[src/rtl/mc_main_ctrl_fsm_if.sv]
// Control bundle between the multi-cycle CPU main control FSM and its datapath.
// The FSM drives the master side and the datapath drives the slave side.
interface mc_main_ctrl_fsm_if;
    logic [5:0] opcode;
    logic [5:0] funct;
    logic       zero;
    logic       mem_ready;

    logic [1:0] alu_src_a;
    logic [1:0] alu_src_b;
    logic [1:0] alu_op;
    logic       pc_write;
    logic       pc_write_cond;
    logic [1:0] pc_source;
    logic       i_or_d;
    logic       mem_read;
    logic       mem_write;
    logic       ir_write;
    logic       reg_write;
    logic       reg_dst;
    logic       mem_to_reg;
    logic       illegal_op;
    logic       mem_err;

    modport master (
        input  opcode, funct, zero, mem_ready,
        output alu_src_a, alu_src_b, alu_op, pc_write, pc_write_cond, pc_source,
               i_or_d, mem_read, mem_write, ir_write, reg_write, reg_dst,
               mem_to_reg, illegal_op, mem_err
    );

    modport slave (
        output opcode, funct, zero, mem_ready,
        input  alu_src_a, alu_src_b, alu_op, pc_write, pc_write_cond, pc_source,
               i_or_d, mem_read, mem_write, ir_write, reg_write, reg_dst,
               mem_to_reg, illegal_op, mem_err
    );
endinterface

[src/rtl/mc_main_ctrl_fsm.sv]
// Main control FSM of the multi-cycle CPU: sequences FETCH/DECODE/EXEC/MEM/WB,
// stalls on the memory ready handshake and aborts a stalled access after MEM_TIMEOUT cycles.
module mc_main_ctrl_fsm #(
    parameter int unsigned MEM_TIMEOUT = 15
) (
    input  logic            clk,
    input  logic            rst_n,
    mc_main_ctrl_fsm_if.master bus
);

    typedef enum logic [3:0] {
        S_IDLE,
        S_FETCH,
        S_DECODE,
        S_EXEC_R,
        S_EXEC_SHIFT,
        S_EXEC_I,
        S_ALU_WB,
        S_IMM_WB,
        S_MEM_ADDR,
        S_MEM_RD,
        S_MEM_WR,
        S_MEM_WB,
        S_BRANCH,
        S_JUMP
    } state_e;

    localparam logic [5:0] OP_RTYPE = 6'b000000;
    localparam logic [5:0] OP_LW    = 6'b100011;
    localparam logic [5:0] OP_SW    = 6'b101011;
    localparam logic [5:0] OP_BEQ   = 6'b000100;
    localparam logic [5:0] OP_J     = 6'b000010;
    localparam logic [5:0] OP_ADDI  = 6'b001000;

    localparam logic [5:0] FN_SLL   = 6'b000000;
    localparam logic [5:0] FN_SRL   = 6'b000010;
    localparam logic [5:0] FN_SRA   = 6'b000011;

    // Abort fires on the wait cycle that would bring the count up to MEM_TIMEOUT.
    localparam logic [7:0] WAIT_LIMIT = 8'(MEM_TIMEOUT - 1);

    state_e     state_q, state_d;
    logic [7:0] wait_cnt_q, wait_cnt_d;
    logic       illegal_q, illegal_d;
    logic       mem_err_q, mem_err_d;

    logic       in_wait;
    logic       timeout;
    logic       enter_wait;

    logic [1:0] alu_src_a;
    logic [1:0] alu_src_b;
    logic [1:0] alu_op;
    logic       pc_write;
    logic       pc_write_cond;
    logic [1:0] pc_source;
    logic       i_or_d;
    logic       mem_read;
    logic       mem_write;
    logic       ir_write;
    logic       reg_write;
    logic       reg_dst;
    logic       mem_to_reg;

    assign in_wait = (state_q == S_FETCH) || (state_q == S_MEM_RD) || (state_q == S_MEM_WR);
    // A ready in the final wait cycle completes the access instead of aborting it.
    assign timeout = in_wait && !bus.mem_ready && (wait_cnt_q == WAIT_LIMIT);

    always_comb begin
        state_d   = state_q;
        illegal_d = 1'b0;
        mem_err_d = 1'b0;

        case (state_q)
            S_IDLE:       state_d = S_FETCH;
            S_FETCH: begin
                if (bus.mem_ready) begin
                    state_d = S_DECODE;
                end
            end
            S_DECODE: begin
                case (bus.opcode)
                    OP_RTYPE: begin
                        if (bus.funct inside {FN_SLL, FN_SRL, FN_SRA}) begin
                            state_d = S_EXEC_SHIFT;
                        end else begin
                            state_d = S_EXEC_R;
                        end
                    end
                    OP_LW,
                    OP_SW:    state_d = S_MEM_ADDR;
                    OP_BEQ:   state_d = S_BRANCH;
                    OP_J:     state_d = S_JUMP;
                    OP_ADDI:  state_d = S_EXEC_I;
                    default: begin
                        state_d   = S_FETCH;
                        illegal_d = 1'b1;
                    end
                endcase
            end
            S_EXEC_R,
            S_EXEC_SHIFT: state_d = S_ALU_WB;
            S_EXEC_I:     state_d = S_IMM_WB;
            S_MEM_ADDR:   state_d = (bus.opcode == OP_SW) ? S_MEM_WR : S_MEM_RD;
            S_MEM_RD: begin
                if (bus.mem_ready) begin
                    state_d = S_MEM_WB;
                end
            end
            S_MEM_WR: begin
                if (bus.mem_ready) begin
                    state_d = S_FETCH;
                end
            end
            S_ALU_WB,
            S_IMM_WB,
            S_MEM_WB,
            S_BRANCH,
            S_JUMP:       state_d = S_FETCH;
            default:      state_d = S_IDLE;
        endcase

        if (timeout) begin
            state_d   = S_FETCH;
            mem_err_d = 1'b1;
        end
    end

    // FETCH re-entered after an abort must also start its wait budget from zero.
    assign enter_wait = ((state_d == S_FETCH) || (state_d == S_MEM_RD) || (state_d == S_MEM_WR))
                        && ((state_d != state_q) || timeout);

    always_comb begin
        wait_cnt_d = wait_cnt_q;
        if (enter_wait) begin
            wait_cnt_d = '0;
        end else if (in_wait && !bus.mem_ready) begin
            wait_cnt_d = wait_cnt_q + 8'd1;
        end
    end

    always_ff @(posedge clk or negedge rst_n) begin
        if (!rst_n) begin
            state_q    <= S_IDLE;
            wait_cnt_q <= '0;
            illegal_q  <= 1'b0;
            mem_err_q  <= 1'b0;
        end else begin
            state_q    <= state_d;
            wait_cnt_q <= wait_cnt_d;
            illegal_q  <= illegal_d;
            mem_err_q  <= mem_err_d;
        end
    end

    always_comb begin
        alu_src_a     = 2'b00;
        alu_src_b     = 2'b00;
        alu_op        = 2'b00;
        pc_write      = 1'b0;
        pc_write_cond = 1'b0;
        pc_source     = 2'b00;
        i_or_d        = 1'b0;
        mem_read      = 1'b0;
        mem_write     = 1'b0;
        ir_write      = 1'b0;
        reg_write     = 1'b0;
        reg_dst       = 1'b0;
        mem_to_reg    = 1'b0;

        case (state_q)
            S_FETCH: begin
                mem_read  = 1'b1;
                alu_src_a = 2'b01;
                alu_src_b = 2'b01;
                // IR and PC+4 commit only in the cycle memory delivers the word.
                if (bus.mem_ready) begin
                    ir_write = 1'b1;
                    pc_write = 1'b1;
                end
            end
            S_DECODE: begin
                alu_src_a = 2'b01;
                alu_src_b = 2'b11;
            end
            S_EXEC_R: begin
                alu_op    = 2'b10;
            end
            S_EXEC_SHIFT: begin
                alu_src_a = 2'b10;
                alu_op    = 2'b10;
            end
            S_EXEC_I,
            S_MEM_ADDR: begin
                alu_src_b = 2'b10;
            end
            S_ALU_WB: begin
                reg_write = 1'b1;
                reg_dst   = 1'b1;
            end
            S_IMM_WB: begin
                reg_write = 1'b1;
            end
            S_MEM_RD: begin
                mem_read  = 1'b1;
                i_or_d    = 1'b1;
            end
            S_MEM_WR: begin
                mem_write = 1'b1;
                i_or_d    = 1'b1;
            end
            S_MEM_WB: begin
                reg_write  = 1'b1;
                mem_to_reg = 1'b1;
            end
            S_BRANCH: begin
                alu_op        = 2'b01;
                pc_write_cond = 1'b1;
                pc_source     = 2'b01;
            end
            S_JUMP: begin
                pc_write  = 1'b1;
                pc_source = 2'b10;
            end
            default: begin
            end
        endcase
    end

    assign bus.alu_src_a     = alu_src_a;
    assign bus.alu_src_b     = alu_src_b;
    assign bus.alu_op        = alu_op;
    assign bus.pc_write      = pc_write;
    assign bus.pc_write_cond = pc_write_cond;
    assign bus.pc_source     = pc_source;
    assign bus.i_or_d        = i_or_d;
    assign bus.mem_read      = mem_read;
    assign bus.mem_write     = mem_write;
    assign bus.ir_write      = ir_write;
    assign bus.reg_write     = reg_write;
    assign bus.reg_dst       = reg_dst;
    assign bus.mem_to_reg    = mem_to_reg;
    assign bus.illegal_op    = illegal_q;
    assign bus.mem_err       = mem_err_q;

endmodule

[src/flat_wrapper.sv]
// flat-port wrapper written by rule: the top's interface ports become plain ports
module mc_main_ctrl_fsm_flat 
#(
    parameter int unsigned MEM_TIMEOUT = 15
)
  (clk, rst_n, bus_opcode, bus_funct, bus_zero, bus_mem_ready, bus_alu_src_a, bus_alu_src_b, bus_alu_op, bus_pc_write, bus_pc_write_cond, bus_pc_source, bus_i_or_d, bus_mem_read, bus_mem_write, bus_ir_write, bus_reg_write, bus_reg_dst, bus_mem_to_reg, bus_illegal_op, bus_mem_err);
  mc_main_ctrl_fsm_if bus_i ();
  input  logic clk;
  input  logic rst_n;
  input wire logic [$bits(bus_i.opcode)-1:0] bus_opcode;
  input wire logic [$bits(bus_i.funct)-1:0] bus_funct;
  input wire logic [$bits(bus_i.zero)-1:0] bus_zero;
  input wire logic [$bits(bus_i.mem_ready)-1:0] bus_mem_ready;
  output wire logic [$bits(bus_i.alu_src_a)-1:0] bus_alu_src_a;
  output wire logic [$bits(bus_i.alu_src_b)-1:0] bus_alu_src_b;
  output wire logic [$bits(bus_i.alu_op)-1:0] bus_alu_op;
  output wire logic [$bits(bus_i.pc_write)-1:0] bus_pc_write;
  output wire logic [$bits(bus_i.pc_write_cond)-1:0] bus_pc_write_cond;
  output wire logic [$bits(bus_i.pc_source)-1:0] bus_pc_source;
  output wire logic [$bits(bus_i.i_or_d)-1:0] bus_i_or_d;
  output wire logic [$bits(bus_i.mem_read)-1:0] bus_mem_read;
  output wire logic [$bits(bus_i.mem_write)-1:0] bus_mem_write;
  output wire logic [$bits(bus_i.ir_write)-1:0] bus_ir_write;
  output wire logic [$bits(bus_i.reg_write)-1:0] bus_reg_write;
  output wire logic [$bits(bus_i.reg_dst)-1:0] bus_reg_dst;
  output wire logic [$bits(bus_i.mem_to_reg)-1:0] bus_mem_to_reg;
  output wire logic [$bits(bus_i.illegal_op)-1:0] bus_illegal_op;
  output wire logic [$bits(bus_i.mem_err)-1:0] bus_mem_err;
  assign bus_i.opcode = bus_opcode;
  assign bus_i.funct = bus_funct;
  assign bus_i.zero = bus_zero;
  assign bus_i.mem_ready = bus_mem_ready;
  assign bus_alu_src_a = bus_i.alu_src_a;
  assign bus_alu_src_b = bus_i.alu_src_b;
  assign bus_alu_op = bus_i.alu_op;
  assign bus_pc_write = bus_i.pc_write;
  assign bus_pc_write_cond = bus_i.pc_write_cond;
  assign bus_pc_source = bus_i.pc_source;
  assign bus_i_or_d = bus_i.i_or_d;
  assign bus_mem_read = bus_i.mem_read;
  assign bus_mem_write = bus_i.mem_write;
  assign bus_ir_write = bus_i.ir_write;
  assign bus_reg_write = bus_i.reg_write;
  assign bus_reg_dst = bus_i.reg_dst;
  assign bus_mem_to_reg = bus_i.mem_to_reg;
  assign bus_illegal_op = bus_i.illegal_op;
  assign bus_mem_err = bus_i.mem_err;
  mc_main_ctrl_fsm #(.MEM_TIMEOUT(MEM_TIMEOUT)) u_core (.clk(clk), .rst_n(rst_n), .bus(bus_i));
endmodule
[config.mk]
export PLATFORM = sky130hd
export DESIGN_NAME = mc_main_ctrl_fsm_flat
export DESIGN_NICKNAME = d
export VERILOG_FILES = /design/src/rtl/mc_main_ctrl_fsm_if.sv /design/src/rtl/mc_main_ctrl_fsm.sv /design/src/flat_wrapper.sv
export SDC_FILE = /design/constraint.sdc
export NUM_CORES = 1
export LEC_CHECK = 0
export ABC_CLOCK_PERIOD_IN_PS = 2300
export CORE_ASPECT_RATIO = 1.5
export CORE_MARGIN = 3
export CORE_UTILIZATION = 30
export CTS_BUF_LIST = sky130_fd_sc_hd__clkbuf_4 sky130_fd_sc_hd__clkbuf_8 sky130_fd_sc_hd__clkbuf_16
export DETAILED_ROUTE_END_ITERATION = 7
export MAX_ROUTING_LAYER = met4
export PLACE_DENSITY_LB_ADDON = 0.08
export SYNTH_ARGS = -nofsm -noshare
export SYNTH_HDL_FRONTEND = slang
export SYNTH_SLANG_ARGS = --single-unit
[constraint.sdc]
create_clock -name clk -period 2.3 [get_ports clk]
set_input_delay 0.575 -clock clk [delete_from_list [all_inputs] [get_ports clk]]
set_output_delay 0.575 -clock clk [all_outputs]
set_load 0.05 [all_outputs]
# == Word level (Yosys, flattened, before mapping) ==
# Index checks and enable logic that the tools add are counted.
# totals
rom_bits,0
latch_bits,0
ram_bits,0
memories,0
ff_bits,14
wordCells,80
out_inout_bits,19
# op_classes
bitwise_logic,0
mux,27
eq_ne,25
addsub,1
multipliers,0
reduce_logical,23
n_shift,0
div,0
n_lt_le_gt_ge,0
# ops
operator,count
== test 4 bit (second input constant),8
one-hot mux 4 bit (8 select lines),1
one-hot mux 4 bit (5 select lines),1
== test 6 x 2 -> 1 bit (second input constant),3
== test 4 x 3 -> 1 bit (second input constant),4
two-way mux 4 bit,4
two-way mux 8 bit,2
== test 6 bit (second input constant),2
zero test 6 bit,2
two-way mux 1 bit,12
one-hot mux 2 bit (2 select lines),3
OR reduction 2 bit,6
OR reduction 6 bit,2
adder 8 x 1 -> 8 bit (second input constant),1
== test 4 x 1 -> 1 bit (second input constant),2
== test 4 x 2 -> 1 bit (second input constant),2
== test 8 x 4 -> 1 bit (second input constant),1
== test 6 x 3 -> 1 bit (second input constant),1
== test 6 x 4 -> 1 bit (second input constant),1
one-hot mux 2 bit (3 select lines),1
logical OR 1 bit,5
zero test 4 bit,1
inequality test 4 bit,1
logical AND 1 bit,3
7 further kinds,7

# == Longest topological paths before layout ==
# Gate-level depths: netlist of run 1.
# depth
ltp_word,11
mapped_depth,8
depth_no_buf,7

# == Worst setup path after synthesis of run 1 ==
# OpenSTA, ideal clock, no wires.
# synth_path
path_kind,flip-flop to output port
from,register u_core.state_q[2]
to,output bus_alu_op[0]
path_stages_with_launch,5
slack_ns,-0.450
t_arrival_ns,2.175
path_buffers,2
path_cell_list,dfrtp_1 -> buf_2 -> nand2_1 -> nor3_1 -> buf_4
# synth_between
elab_chain_len,3
# synth_rtl
element,line,source
"start, declared",mc_main_ctrl_fsm.sv:42,"state_e state_q, state_d;"
"start signal, assigned",mc_main_ctrl_fsm.sv:149,state_q <= state_d;
== test 4 x 2 -> 1 bit or == test 4 x 3 -> 1 bit (tied branches),mc_main_ctrl_fsm.sv:171,case (state_q)
OR reduction 2 bit (no source line),--,
one-hot mux 2 bit (2 select lines) *,mc_main_ctrl_fsm.sv:171,
"end, declared",flat_wrapper.sv:16,output wire logic [$bits(bus_i.alu_op)-1:0] bus_alu_op;
# Mark *: on every way between the ends. The rest lies on a longest branch, timed or not.

# == Worst setup path in the final report of run 1 ==
# layout_path
from,input bus_funct[4]
to,register u_core.wait_cnt_q[7]
# layout_between
elab_chain_len,11
# layout_rtl
element,line,source
"start, declared",flat_wrapper.sv:11,input wire logic [$bits(bus_i.funct)-1:0] bus_funct;
== test 6 x 2 -> 1 bit or zero test 6 bit (tied branches),mc_main_ctrl_fsm.sv:84,"if (bus.funct inside {FN_SLL, FN_SRL, FN_SRA}) begin"
nonzero test 3 bit *,mc_main_ctrl_fsm.sv:84,
two-way mux 3 bit *,mc_main_ctrl_fsm.sv:84,
one-hot mux 4 bit (5 select lines) *,mc_main_ctrl_fsm.sv:82,case (bus.opcode)
one-hot mux 4 bit (8 select lines) *,mc_main_ctrl_fsm.sv:74,case (state_q)
two-way mux 4 bit *,mc_main_ctrl_fsm.sv:123,if (timeout) begin
== test 4 x 1 -> 1 bit or == test 4 bit (tied branches),mc_main_ctrl_fsm.sv:130,assign enter_wait = ((state_d == S_FETCH) || (state_d == S_MEM_RD) || (state_d == S_MEM_WR))
logical OR 1 bit (2 in series),mc_main_ctrl_fsm.sv:130,
logical AND 1 bit *,mc_main_ctrl_fsm.sv:131,&& ((state_d != state_q) || timeout);
two-way mux 8 bit or nonzero test 2 bit (tied branches),--,
"end signal, assigned",mc_main_ctrl_fsm.sv:150,wait_cnt_q <= wait_cnt_d;
"end, declared",mc_main_ctrl_fsm.sv:43,"logic [7:0] wait_cnt_q, wait_cnt_d;"
# Marked as above.
# A chain may end at the register's enable or synchronous reset.

==> results of run 1 <==
[sequential cells by signal (all words and copies together) (netlist names)]
name / count
u_core.wait_cnt_q: 8
u_core.bus.illegal_op: 1
u_core.bus.mem_err: 1
u_core.state_q: 4
[kinds of logic after synthesis]
group,after synthesis
xor+xnor,8
simple gates,69
fa+ha+maj,2
buf+inv,14
compound gates,34
flops,14
[synthesized netlist by cell type (2+ instances only)]
library cell	count
a2111oi_0	2
a21oi_1	5
a31oi_1	2
a41oi_1	2
and3_1	3
buf_2	3
buf_4	3
clkbuf_1	2
dfrtp_1	14
ha_1	2
inv_1	6
nand2_1	11
nand2b_1	2
nand4_1	6
nor2_1	20
nor2b_1	9
nor3_1	6
nor4_1	2
o21a_1	3
o21ai_0	5
or2b_1	2
xor2_1	7
[timing repair]
item | in CTS | in global routing
endpoints found under the setup margin | 11 | 12
buffers inserted | 4 | 2
hold endpoints to repair | 0 | 0
gates resized for setup | 33 | 18
pin swaps | 16 | 7
[worst min path at each step]
| stage | endpoint | slack [ns] | cells after the start |
|---|---|---|---|
| 4_1_cts | u_core.wait_cnt_q[3]$_DFFE_PN0P_ | 0.56 | 2 |
| 2_1_floorplan | u_core.bus.illegal_op$_DFF_PN0_ | 0.28 | 0 |
| 5_1_grt | u_core.wait_cnt_q[3]$_DFFE_PN0P_ | 0.60 | 2 |
| 3_3_place_gp | u_core.wait_cnt_q[3]$_DFFE_PN0P_ | 0.52 | 2 |
| 3_5_place_dp | u_core.wait_cnt_q[3]$_DFFE_PN0P_ | 0.52 | 2 |
| 6_report | u_core.wait_cnt_q[7]$_DFFE_PN0P_ | 0.57 | 2 |
[worst reg2reg max path: stages (launching register included)]
cell	delay [ns]
dfrtp_1	0.50
or2b_1	0.34
a32o_1	0.27
a31oi_1	0.22
o21bai_1	0.12
a222oi_1	0.33
buf_4	0.27
nor2_4	0.05
[through the flow]
stage                       TNS, ns  hold WS, ns  instance area, sq um  total power, mW
after global routing         -1.199       0.5992                  2117            2.508
after detailed placement     -5.017       0.5153                  1927            2.001
final                     -0.003391       0.5723                  2117            2.356
after floorplan                   0       0.2794                  1164            1.256
after global placement       -4.447       0.5173                  1927            1.983
after CTS                   -0.2755       0.5567                  2057            2.315
[power by group through the flow]
stage	sequential (mW)	clock (mW)	combinational, mW
floorplan	0.388	0	0.868
CTS	0.411	0.242	1.66
finish	0.414	0.235	1.71
global route	0.430	0.251	1.83
detailed placement	0.409	0	1.59
global placement	0.407	0	1.58
[area by class of cell]
cell class / count / area, sq um / share of cell area
multi-input combinational: 113 / 837.1 / 0.3954
timing repair buffer: 73 / 797.0 / 0.3765
sequential: 14 / 352.8 / 0.1667
clock buffer: 4 / 55.05 / 0.02600
tap: 42 / 52.55 / 0.02482
inverter: 6 / 22.52 / 0.01064
[routing by layer]
metal | wire length [um] | part of all wire | vias to the layer above
met3 | 87 | 0.024 | 7
met2 | 2044 | 0.56 | 21
li1 | - | - | 663
met1 | 1424 | 0.39 | 625
met4 | 80 | 0.022 | 0
met5 | 0 | 0 | -
==> impl_metrics.toml, run 1 <==
[outcome]
outcome = "finished, violations left"
violations = "negative setup slack"

[power]
ir_worst_vdd_uv = 1082
p_per_area_nw_per_um2 = 1113
p_seq_frac = 0.176
combPwrFrac = 0.725
switchingPower_mw = 1.089
p_sw_frac = 0.4620
p_leak_nw = 0.9108
p_int_mw = 1.268
clkPwrFrac = 0.100

[setup_path]
critPathKind = "primary input to register"
slowest_stage = "or4_4"
rr_worst_depth = 7
endpoint = "u_core.wait_cnt_q[7]$_DFFE_PN0P_"
cp_top_family = "compound AO/OA/AOI/OAI gates"
cp-startpoint = "bus_funct[4]"
worst_ep_arrival_time_ns = 2.43
cp_cell_sequence = "buf_6, or4_4, o211ai_4, o221ai_2, a311o_1, a222oi_1, buf_4, nor2_4"
critPathBufInv = 2
cp-start-kind = "primary input"
critPathMaxStageDelay_ns = 0.55
rr_startpoint = "u_core.state_q[3]$_DFF_PN0_"
reg2reg_slack_ns = 0.08
cp_max_fo = 8
r2r-end = "u_core.wait_cnt_q[7]$_DFFE_PN0P_"
worstPathRequired_ns = 2.43
end_kind = "register"
crit_cells = 8

[placement]
dp_worst_setup_slack_ns = -0.5569
placedCellCount = 242
post-dp-hpwl_mm = 2.982
gp_congestion = 0.8545
io_buffers = 33

[synthesis]
synth_area_leaders = "dfrtp_1, nor2_1, xor2_1, nor2b_1, nand2_1"
synth.largest_area_cell = "dfrtp_1"
synthFlopType = "dfrtp_1"
yosysUniqueCellTypes = 46
ys_seq_elements = 14
synth_edf_count = 0
async_flop_share = 1.000
synthMuxAreaShare = 0
synth_compound_area_frac = 0.2319
synthAdderAreaFrac = 0.02188
synth_top_family_by_area = "simple AND/OR/NAND/NOR gates"
synth_area_sq_um = 1144
yosysWarningCount = 0
syn_area_per_cell_sq_um = 8.111
syn_nets = 159
synth_xor_area_frac = 0.06127
synth_top_area_share = 0.3063
synthCells = 141
synth-seq-area-share = 0.3063
synth-simple-area-share = 0.3195

[hold_path]
hp-class = "register to register"
min_from = "u_core.wait_cnt_q[7]$_DFFE_PN0P_"

[clock_tree]
postCtsHoldBufs = 0
clkSlewWorstSetupHoldPaths_ns = 0.05
cts_made_buffers = 3
cts_buffer_depth = 2
cts.sinks = 14
clock_latency_ns = 0.25
htree_num_levels = 1
cts_root_buf = "clkbuf_8"
cts_tree = "done"

[floorplanning]
die_area_sq_um = 4604
die_w_um = 56.41
io_pins = 35
rows = 26
initial_utilization = 0.3225
coreArea_sq_um = 3546
die_h_um = 81.62

[routing]
ant_nets = 0
drt_iter0_markers = 44
via_per_inst = 5.222
drc = 0
dr.pass1.iters = 6
vias = 1316
routed_wl_mm = 3.636
wl_per_cell_um = 14.43

[global_route]
use_met1 = 0.1758
grt_pass1_vias = 1384
grt_antenna_before_repair = 0
met3_usage = 0.01887
grt_overflow = 0
grt_busiest_layer = "met2"
grt_pass1_wl_mm = 6.237
grt.total_usage = 0.1751
grt_max_degree = 15
met2_usage = 0.3407

[finish]
syn2layout_area_growth_pct = 85.12
antenna_cells = 0
layoutNonFillerInstCount = 252
final_cell_mix = "buf_4, buf_12, dfrtp_1, nand2_1, nor2_1"
nFillCells = 343
fin_util = 0.5970
layout-drive-gt1-share = 0.4476
finalNetCount = 229
final_common_cell = "buf_4"

[timing]
post-route-period-util = 1.001
fin_ws_ns = -0.003391
final_hold_viol_count = 0
fin_skew_ns = 0.005361
max_freq_mhz = 434.1
relSlewSlack = 0.6021
grt_setup_unrepaired = "yes"
worstMarginPinSlew_ns = 0.5950
setup_viol = 1
finalCriticalPeriod_ns = 2.303
slew_viol_final = 0

[run]
drv_cap = 0
(Power assumes the default switching activity.)
==> inputs of run 2 (changes only) <==
--- a/config.mk
+++ b/config.mk
@@ -6,6 +6,7 @@
 export NUM_CORES = 1
 export LEC_CHECK = 0
 export ABC_CLOCK_PERIOD_IN_PS = 2300
+export CAP_MARGIN = 20
 export CORE_ASPECT_RATIO = 1.5
 export CORE_MARGIN = 3
 export CORE_UTILIZATION = 30
==> results of run 2 <==
No change in the layout: final DEF, timing and power equal those of run 1.
==> inputs of run 3 (changes only) <==
--- a/config.mk
+++ b/config.mk
@@ -14,6 +14,7 @@
 export DETAILED_ROUTE_END_ITERATION = 7
 export MAX_ROUTING_LAYER = met4
 export PLACE_DENSITY_LB_ADDON = 0.08
+export REMOVE_ABC_BUFFERS = 1
 export SYNTH_ARGS = -nofsm -noshare
 export SYNTH_HDL_FRONTEND = slang
 export SYNTH_SLANG_ARGS = --single-unit
==> run 3 against run 2 <==
- the run now ends clean
- sequential share of layout area up 0.17 points
- combinational power about the same
- worst setup slack better by 0.041 ns
- die area unchanged
- hold slack worse by 0.065 ns
- design area down 0.65%
- first-iteration DRC count up 34%
- critical path depth up 1
- flip-flop and latch count unchanged
- utilization down 0.39 points
- power down 0.13%
- global-route usage about the same
- critical endpoint is now u_core.state_q[0]$_DFF_PN0_
==> impl_metrics.toml, run 3 (synthesis gave the netlist of run 1 again) <==
[outcome]
outcome = "finished clean"

[routing]
ant_nets = 0
top_layer_used = "met4"
vias = 1306
wl_met2_mm = 2.260
wl_per_cell_um = 15.25
drc = 0
dr.pass1.iters = 4
routed_wl_mm = 3.798
drt_iter0_markers = 59
via_per_inst = 5.245
met3_length_um = 118
wl_met1_mm = 1.376

[clock_tree]
cts_tree = "done"
cts.sinks = 14
cts_root_buf = "clkbuf_8"
clock_latency_ns = 0.24
htree_num_levels = 1
clkSlewWorstSetupHoldPaths_ns = 0.06
cts_made_buffers = 3
cts_buffer_depth = 2

[floorplanning]
io_pins = 35
die_h_um = 81.62
rows = 26
die_w_um = 56.41
die_area_sq_um = 4604
initial_utilization = 0.3225
coreArea_sq_um = 3546

[timing]
grt_setup_unrepaired = "yes"
setup_viol = 0
fin_hold_ws_ns = 0.5077
slew_viol_final = 0
relSlewSlack = 0.5776
worstMarginPinSlew_ns = 0.6316
fin_skew_ns = 0.001094
fin_ws_ns = 0.03724
max_freq_mhz = 441.9
post-route-period-util = 0.9838
final_hold_viol_count = 0
finalCriticalPeriod_ns = 2.263

[hold_path]
hp-class = "register to register"

[power]
combPwrFrac = 0.714
p_seq_frac = 0.184
ir_worst_vdd_uv = 807.4
p_leak_nw = 0.9140
clkPwrFrac = 0.102
p_per_area_nw_per_um2 = 1119
switchingPower_mw = 1.080
p_int_mw = 1.273
p_sw_frac = 0.4590
p_total_mw = 2.353

[setup_path]
critPathMaxStageDelay_ns = 0.34
cp_cell_sequence = "dlygate4sd2_1, nand4b_1, buf_4, buf_4, o311ai_2, a31oi_2, buf_4, buf_4, or3_1"
end_kind = "register"
slowest_stage = "or3_1"
cp_max_fo = 2
crit_top_cell = "buf_4"
worst_ep_arrival_time_ns = 2.38
critPathKind = "primary input to register"
reg2reg_slack_ns = 0.18
cp-start-kind = "primary input"
worstPathRequired_ns = 2.42

[finish]
reg.largest.list = "u_core.wait_cnt_q: 8 flops, u_core.state_q: 4 flops"
largest_reg_flops = 8
layout-drive-gt1-share = 0.4444
finalNetCount = 226
final_common_cell = "buf_4"
fin_util = 0.5932
antenna_cells = 0
fin_area_sq_um = 2103
top_register = "u_core.wait_cnt_q"
final_cell_mix = "buf_4, buf_12, nor2_1, nand2_1, dfrtp_1"
syn2layout_area_growth_pct = 83.92

[global_route]
grt.total_usage = 0.1748
grt_pass1_vias = 1366
grt_pass1_wl_mm = 6.251
grt_max_degree = 15
grt_antenna_before_repair = 0
grt_overflow = 0

[placement]
post-dp-hpwl_mm = 3.011
placed_area_sq_um = 1869
dp_worst_setup_slack_ns = -0.4824
gp_congestion = 0.8456
io_buffers = 33

[run]
drv_cap = 0
-- run 3: cell count changes in the layout (fill, tap and decap cells not counted), sizes merged --
cell           delta
buf               -4
clkbuf            +1
clkdlybuf4s15     -1
dlymetal6s2s      +1
-- run 3: what timing repair did --
item                                    in CTS  in global routing
hold buffers                                 0                  0
pin swaps                                   14                  8
resized for setup                           30                 23
setup buffers                                3                  5
endpoints found under the hold margin        0                  0
endpoints found under the setup margin      12                 12
-- run 3: worst max-delay path: cells and delay by family --
kind,cells,cell delay [ns]
compound gates,2,0.42
simple gates,2,0.56
buf+inv,5,0.82
-- run 3: final timing paths --
kind,start,cells past startpoint,to
max,bus_opcode[2],9,u_core.state_q[0]$_DFF_PN0_
min,u_core.state_q[3]$_DFF_PN0_,1,u_core.state_q[2]$_DFF_PN0_
max reg2reg,u_core.state_q[2]$_DFF_PN0_,7,u_core.wait_cnt_q[1]$_DFFE_PN0P_
min reg2reg,u_core.state_q[3]$_DFF_PN0_,1,u_core.state_q[2]$_DFF_PN0_
max in group asynchronous,rst_n,1,u_core.state_q[2]$_DFF_PN0_
min in group asynchronous,rst_n,1,u_core.wait_cnt_q[3]$_DFFE_PN0P_
-- run 3: area by class of cell --
class                   count  area, sq um
clock buffers               4        55.05
fillers                   307         1443
inverters                   6        22.52
multi-input cells         113        853.3
flip-flops and latches     14        354.1
well taps                  42        52.55
repair buffers             70        765.7
-- run 3: power groups by stage --
stage	Sequential [mW]	Clock [mW]	Combinational, mW
finish	0.433	0.239	1.68
global route	0.450	0.264	1.79
CTS	0.431	0.246	1.58
detailed placement	0.428	0	1.50
global placement	0.425	0	1.50
floorplan	0.432	0	0.761
-- run 3: through the flow --
| stage | cells | setup TNS (ns) |
|---|---|---|
| after global routing | 249 | -0.1572 |
| after global placement | 237 | -4.220 |
| after CTS | 244 | 0 |
| final | 249 | 0 |
| after detailed placement | 237 | -4.364 |
| after floorplan | 133 | -8.166 |
-- run 3: layer usage --
layer  up-vias  global-route usage
met5         -                   -
met4         0             0.06413
met3         6             0.03145
met2        23              0.3337
met1       629              0.1769
li1        648                   -
==> edit (settings of run 1) <==
`MEM_TIMEOUT` is set to 15 in 2 places; all go to 7.
--- a/src/rtl/mc_main_ctrl_fsm.sv
+++ b/src/rtl/mc_main_ctrl_fsm.sv
@@ -1,7 +1,7 @@
 // Main control FSM of the multi-cycle CPU: sequences FETCH/DECODE/EXEC/MEM/WB,
 // stalls on the memory ready handshake and aborts a stalled access after MEM_TIMEOUT cycles.
 module mc_main_ctrl_fsm #(
-    parameter int unsigned MEM_TIMEOUT = 15
+    parameter int unsigned MEM_TIMEOUT = 7
 ) (
     input  logic            clk,
     input  logic            rst_n,
--- a/src/flat_wrapper.sv
+++ b/src/flat_wrapper.sv
@@ -1,7 +1,7 @@
 // flat-port wrapper written by rule: the top's interface ports become plain ports
 module mc_main_ctrl_fsm_flat 
 #(
-    parameter int unsigned MEM_TIMEOUT = 15
+    parameter int unsigned MEM_TIMEOUT = 7
 )
   (clk, rst_n, bus_opcode, bus_funct, bus_zero, bus_mem_ready, bus_alu_src_a, bus_alu_src_b, bus_alu_op, bus_pc_write, bus_pc_write_cond, bus_pc_source, bus_i_or_d, bus_mem_read, bus_mem_write, bus_ir_write, bus_reg_write, bus_reg_dst, bus_mem_to_reg, bus_illegal_op, bus_mem_err);
   mc_main_ctrl_fsm_if bus_i ();
Behaviour: not the same (a bounded check fails within 10 cycles, from zero or initial values and one cycle with rst_n low).
==> edit against run 1 <==
Via count grew 2.4%. Worst setup slack improved by 0.024 ns. Die area is 8.6% higher. Cell area increased by 5.9%. Global-route usage fell by 0.15 points. Cell count is 0.40% higher. Total power grew 9.3%. Area after synthesis is 9.4% higher. Routed wire length rose by 11%. First-iteration DRC count increased by 18%. Register-to-register slack about the same. Sequential cell count did not move. Worst hold slack got worse by 0.021 ns. Critical endpoint is now bus_i_or_d. Largest power group unchanged.
==> edit: results (changes against run 1) <==
metric;value;unit;change
via_per_inst;5.328;;+2.0%
layout.nets;228;;-0.44%
globalRouteTotalUtil;0.1736;;-0.001507
wl_met1;1.531;mm;+7.5%
leakage;0.9751;nW;+7.1%
met2_length;2.302;mm;+13%
met3_usage;0.02131;;+0.002441
outcome;finished clean;;
skew;0.004303;ns;-0.001058 ns
first_iter_violations;52;;+18%
wl_per_cell;15.91;µm;+10%
drt-total-wl;4.026;mm;+11%
syn-num-nets;169;;+6.3%
ys_seq_area_frac;0.2800;;-0.02635
max_stage_delay;0.45;ns;-0.10 ns
grt_first_pass_wirelength;6.686;mm;+7.2%
setup.worst_path.start;u_core.state_q[1];;
grt_max_degree;18;;+3
preCtsSetupSlack;-0.4992;ns;+0.05771 ns
cts_root_buf;clkbuf_8;;
place_congestion;0.8939;;+4.6%
dpl.cell_count;247;;+2.1%
synth_area_per_cell;8.286;µm²;+2.2%
drt-pass1-iter-count;4;;-2
power_density;1150;mW/mm²;+3.3%
slowest_stage;dfrtp_1;;
tightest_slew;0.6283;ns;+0.03326 ns
switching_share;0.4767;;+0.01471
wl_met3;111;µm;+28%
drive_gt1_frac;0.4327;;-0.01493
seq_cell_power;382;µW;-7.7%
synth.area.top_cells;dfrtp_1, a21oi_1, nor2_1;;
yosysUniqueCellTypes;53;;+15%
grt_use_met1;0.1922;;+0.01637
place.detailed.hpwl;3.091;mm;+3.7%
grt_pass1_vias;1451;;+4.8%
==> edit: changes by cell type after synthesis, moves of 3 or more <==
cell	run 1	this run
nor2_1	20	17
a21oi_1	5	15
xnor2_1	1	5
nor2b_1	9	1
nand2b_1	2	9
buf_6	0	3
nand4_1	6	3
o21a_1	3	0
xor2_1	7	4
o21ai_1	0	3
==> edit: final timing paths <==
kind                                         to  slack [ns]  depth (start not counted)
setup / recovery                     bus_i_or_d        0.02                          5
hold / removal             u_core.wait_cnt_q[7]        0.55                          2
setup reg to reg           u_core.wait_cnt_q[7]        0.08                          9
hold reg to reg            u_core.wait_cnt_q[7]        0.55                          2
max in group asynchronous     u_core.state_q[3]        1.13                          1
min in group asynchronous     u_core.state_q[1]        0.73                          1
==> edit: cell families (layout without fill, tap and decap cells) <==
kind of cell / count (synthesis) / after routing / synth area share
adders and majority gates: 3 / 3 / 0.02800
xor gates and xnor gates: 9 / 9 / 0.06300
DFF: 14 / 14 / 0.2800
and+or+nand+nor: 67 / 67 / 0.3160
AOI/OAI and AO/OA: 40 / 40 / 0.2320
buffers and inverters: 18 / 75 / 0.08099
==> edit: timing repair <==
| item | 4_1_cts | 5_1_grt |
|---|---|---|
| setup endpoints to repair | 10 | 18 |
| pin swaps | 6 | 17 |
| hold buffers | 0 | 0 |
| gates cloned | 0 | 0 |
| resized for setup | 17 | 30 |
| buffers inserted | 1 | 4 |
==> edit: final cells by class <==
| class | count | area [µm²] |
|---|---|---|
| Timing Repair Buffer | 65 | 802.0 |
| Sequential cell | 14 | 351.6 |
| Clock buffer | 3 | 41.29 |
| Tap cell | 45 | 56.30 |
| Inverter | 7 | 26.28 |
| Fill cell | 370 | 1753 |
| Multi-Input combinational cell | 119 | 963.4 |
